--- config.mk ---
export PLATFORM = sky130hd
export DESIGN_NAME = mem_arbiter
export DESIGN_NICKNAME = d
export VERILOG_FILES = /design/src/rtl/mem_arbiter.sv
export SDC_FILE = /design/constraint.sdc
export NUM_CORES = 1
export LEC_CHECK = 0
export CAP_MARGIN = 5
export CORE_AREA = 2 2 333 335
export CTS_CLUSTER_DIAMETER = 30
export DETAILED_ROUTE_END_ITERATION = 10
export DIE_AREA = 0 0 335 337
export PLACE_DENSITY = 0.47
export SYNTH_ARGS = -nofsm -noshare
export SYNTH_HDL_FRONTEND = slang
export SYNTH_SLANG_ARGS = --single-unit
--- constraint.sdc ---
create_clock -name CLK -period 2 [get_ports CLK]
set_input_delay 0.3 -clock CLK [delete_from_list [all_inputs] [get_ports CLK]]
set_output_delay 0.3 -clock CLK [all_outputs]
set_load 0.05 [all_outputs]
--- src/rtl/mem_arbiter.sv ---
// mem_arbiter: N-channel round-robin arbiter sharing one block memory over the read/write/busywait handshake.
// Define ARB_FIXED_PRIO_EN to make arbitration always scan from channel 0 (fixed priority).
module mem_arbiter #(
    parameter int NUM_CH  = 2,
    parameter int ADDR_W  = 28,
    parameter int BLOCK_W = 128,
    parameter int GW      = (NUM_CH > 1) ? $clog2(NUM_CH) : 1
) (
    input  logic                       CLK,
    input  logic                       RESET,
    input  logic [NUM_CH-1:0]          ch_read,
    input  logic [NUM_CH-1:0]          ch_write,
    input  logic [NUM_CH*ADDR_W-1:0]   ch_address,
    input  logic [NUM_CH*BLOCK_W-1:0]  ch_writedata,
    output logic [NUM_CH*BLOCK_W-1:0]  ch_readdata,
    output logic [NUM_CH-1:0]          ch_busywait,
    output logic                       mem_read,
    output logic                       mem_write,
    output logic [ADDR_W-1:0]          mem_address,
    output logic [BLOCK_W-1:0]         mem_writedata,
    input  logic [BLOCK_W-1:0]         mem_readdata,
    input  logic                       mem_busywait,
    output logic [GW-1:0]              grant_ch,
    output logic                       grant_valid
);
    typedef enum logic [1:0] {IDLE, ISSUE, WAIT, DONE} state_t;

    state_t            state, state_nx;
    logic [NUM_CH-1:0] req;
    logic [GW-1:0]     rr_ptr, pick, idx;
    logic              pick_valid, op_wr, cmd;

    assign req = ch_read | ch_write;

    // Downward scan with overwrite leaves the channel closest to rr_ptr as the winner
    always_comb begin
        pick = '0;
        pick_valid = 1'b0;
        idx = '0;
        for (int k = NUM_CH - 1; k >= 0; k--) begin
            idx = GW'((int'(rr_ptr) + k) % NUM_CH);
            if (req[idx]) begin
                pick = idx;
                pick_valid = 1'b1;
            end
        end
    end

    always_ff @(posedge CLK or negedge RESET) begin
        if (!RESET) state <= IDLE;
        else state <= state_nx;
    end

    always_comb begin
        state_nx = (state == IDLE)  ? (pick_valid ? ISSUE : IDLE) :
                   (state == ISSUE) ? WAIT :
                   (state == WAIT)  ? (mem_busywait ? WAIT : DONE) : IDLE;
    end

    always_comb begin
        cmd = (state == ISSUE) || (state == WAIT);
        mem_read = cmd & ~op_wr;
        mem_write = cmd & op_wr;
        grant_valid = state != IDLE;
        ch_busywait = '0;
        for (int i = 0; i < NUM_CH; i++)
            ch_busywait[i] = req[i] & ~(state == DONE && grant_ch == GW'(i));
    end

    // Command is latched in IDLE so requests changing mid-transaction are ignored
    always_ff @(posedge CLK or negedge RESET) begin
        if (!RESET) begin
            grant_ch <= '0;
            op_wr <= 1'b0;
            mem_address <= '0;
            mem_writedata <= '0;
            rr_ptr <= '0;
            ch_readdata <= '0;
        end else begin
            if (state == IDLE && pick_valid) begin
                grant_ch <= pick;
                op_wr <= ch_write[pick];
                mem_address <= ch_address[pick*ADDR_W +: ADDR_W];
                mem_writedata <= ch_writedata[pick*BLOCK_W +: BLOCK_W];
            end
            if (state == WAIT && !mem_busywait && !op_wr)
                ch_readdata[grant_ch*BLOCK_W +: BLOCK_W] <= mem_readdata;
            if (state == DONE)
`ifdef ARB_FIXED_PRIO_EN
                rr_ptr <= '0;
`else
                rr_ptr <= (int'(grant_ch) == NUM_CH - 1) ? '0 : grant_ch + 1'b1;
`endif
        end
    end
endmodule

==> metrics.md <==
| Metric | Value |
|---|---|
| Crit-path slowest cell | `dfrtp_1` |
| Synth Register Bits | `417` |
| Worst path max stage delay | `0.38 ns` |
| Largest net degree at the start of global routing | `51` |
| Worst Setup End Kind | `output port` |
| Top cells by count, synth | `dfrtp_1, mux2_2, a21oi_1` |
| Worst path arrival time | `1.70 ns` |
| Top FF cell, synth | `dfrtp_1` |
| Slew Viols, Final | `0` |
| Final setup viols | `0` |
| Clock latency on the worst-skew pair | `0.69 ns` |
| Synth Cell Area | `17250 um^2` |
| Post-synthesis sequential area ratio | `0.6050` |
| IO Pins | `865` |
| Final Critical Period | `1.996 ns` |
| Initial antenna violation count | `25` |
| Pleak | `13.69 nW` |
| Layout cell share with drive strength beyond 1 | `0.2809` |
| Power Density | `2137 nW/um^2` |
| Most common cell in the netlist | `dfrtp_1` |
| DRC Markers | `0` |
| Initial Util | `0.1574` |
| R2R Path End | `ch_readdata[138]` |
| GRT Util Overall | `0.1498` |
| Status | `finished clean` |
| Fin area | `32070 um^2` |
| Vias in the first global route | `16960` |
| R2R Setup Slk | `0.03 ns` |
| Port bufs | `864` |
| # nets final | `2906` |
| First DRT Iteration DRCs | `692` |
| Die area | `112900 um^2` |
| Worst path cell trace | `inv_2 > ha_4 > nor2b_4 > buf_12` |
| Die height | `337 um` |
| Avg Vias per Cell | `4.047` |
| Critical R2R Launch | `state[0]` |
| Final wirelength | `88.02 mm` |
| Slew @ Worst Pin | `0.6017 ns` |
| GRT overflow | `0` |
| Area leader, netlist | `dfrtp_1` |
| Maximum VDD drop | `0.9352 mV` |
| Worst Hold Class | `in2async` |
| Post-synth EDFFs | `0` |
| Worst rel slew slack | `0.6005` |
| Yosys cell types | `25` |
| Clk Tree Root Cell | `clkbuf_16` |
| Clock skew | `0.05004 ns` |
| Fillers | `11530` |
| Top-area cell type share of the netlist area | `0.6050` |
| Tcrit/Tclk final | `0.9978` |
| GP Congestion | `0.8301` |
| RSZ-0062 raised after global routing | `yes` |
| Crit Path Class | `reg2out` |
| Synth-to-Final Area Change | `85.94%` |
| Worst R2R Path Depth | `7` |
| Area after DPL | `28470 um^2` |
| CP required | `1.70 ns` |
| Hold WS | `0.1696 ns` |
| Mapped Nets | `1911` |
| Max H-tree Level | `3` |
| Number of max-cap violations | `0` |
| Mapped Cells | `1460` |
| Worst setup SP type | `flop` |
| First-pass GRT wire length | `123.2 mm` |
| Die Wd | `335 um` |
| Clock Tree Buf Depth | `3` |
| Worst Path Max Fanout | `3` |
| Post-Syn Area per Cell | `11.81 um^2` |
| Routed len/inst | `22.14 um` |
| Final core utilization | `0.2926` |
| Core box area | `109600 um^2` |
| TritonCTS clock tree | `done` |
| Post-DP HPWL | `70.81 mm` |
| Clock Sinks | `417` |
| Antenna-violating nets left | `0` |
| Row count | `122` |
| Routed vias | `16090` |
| Async S/R FF share, synth | `1.000` |
| Max Freq | `0.5011 GHz` |
| Final hold violations | `0` |
| Synth warn | `0` |
| Num CTS Buffers | `112` |
| Largest cells by area after synthesis | `dfrtp_1, mux2_2, a31oi_1` |
| Drt first pass iters | `4` |
| Clock transition at path regs | `0.04 ns` |
[critical path, delay by kind of cell, from the launching register on]
family        cells  cell delay [ns]
fa+ha+maj         1             0.28
buf+inv           2             0.22
flops             1             0.38
simple gates      1             0.17
[cells in the final DEF (no fill, tap or decap), types with 20 or more instances in the layout]
cell type	netlist	final
o21ai_0	145	145
buf_4	0	210
a21oi_1	159	158
nor2_1	158	157
clkbuf_8	0	26
clkinv_2	0	27
dlygate4sd2_1	0	305
a31oi_1	156	156
buf_12	0	40
clkbuf_16	0	112
dfrtp_1	417	416
clkbuf_1	65	20
clkdlybuf4s50_1	0	444
mux2_2	257	257
[stage by stage]
step	std cells	total power [mW]	setup TNS, ns	setup slack [ns]
after global routing	3975	71.73	-0.6011	-0.08763
after detailed placement	3762	53.16	-45.31	-0.1982
after floorplan	1460	37.40	0	0.1297
final	3975	68.52	0	0.004376
after global placement	3762	52.97	-36.16	-0.1568
after CTS	3968	69.41	-0.3417	-0.08353
[kinds of logic after synthesis]
family	count (synthesis)	synth area share
AO/OA/AOI/OAI	478	0.1525
flip-flops	417	0.6050
multiplexers	257	0.1678
AND/OR/NAND/NOR	167	0.03736
buffers and inverters	137	0.03439
adder cells (fa/ha/maj)	4	0.002902
[routing by layer]
layer | track usage | share of wire
met1 | 0.1688 | 0.38
met2 | 0.2525 | 0.49
met3 | 0.05631 | 0.090
met4 | 0.06507 | 0.037
met5 | 0 | 0.00061
[layout make-up]
type | count | area (um^2) | area share
Timing Repair Buffer | 1013 | 9642 | 0.3007
Clock buffer | 158 | 3236 | 0.1009
Antenna cell | 4 | 10.01 | 0.0003121
Inverter | 5 | 18.77 | 0.0005853
Clock inverter | 46 | 636.9 | 0.01986
Multi-Input combinational cell | 906 | 6305 | 0.1966
Tap cell | 1426 | 1784 | 0.05564
Sequential cell | 417 | 10440 | 0.3254
[what timing repair did]
item / in CTS / in global routing
pin swaps: 2 / 1
gates resized for setup: 330 / 5
endpoints found under the hold margin: 186 / 0
setup buffers: 1 / 2
gates cloned: 0 / 1
endpoints found under the setup margin: 341 / 89
hold buffers: 1 / 0
[worst max-delay path by stage]
stage | endpoint | slack, ns | depth (start not counted) | start
after CTS | mem_write | -0.08 | 4 | state[0]
after global routing | mem_write | -0.09 | 4 | state[1]
after floorplan | ch_readdata[177] | 0.13 | 5 | grant_ch
after global placement | ch_readdata[10] | -0.16 | 5 | mem_busywait
after detailed placement | ch_readdata[15] | -0.20 | 5 | mem_busywait
final | mem_read | 0.004 | 4 | state[1]
[state kept, by name (all words and copies together) (netlist names)]
name,count
rr_ptr,1
mem_writedata,128
ch_readdata,256
mem_address,28
grant_ch,1
state,2
op_wr,1
[report_power, final]
| group | internal [mW] | switching [mW] | total (mW) |
|---|---|---|---|
| registers | 12.8 | 2.42 | 15.2 |
| clock network | 12.4 | 5.58 | 18.0 |
| logic | 10.8 | 24.5 | 35.3 |
| total | 36.0 | 32.5 | 68.5 |
(Power assumes the default switching activity.)
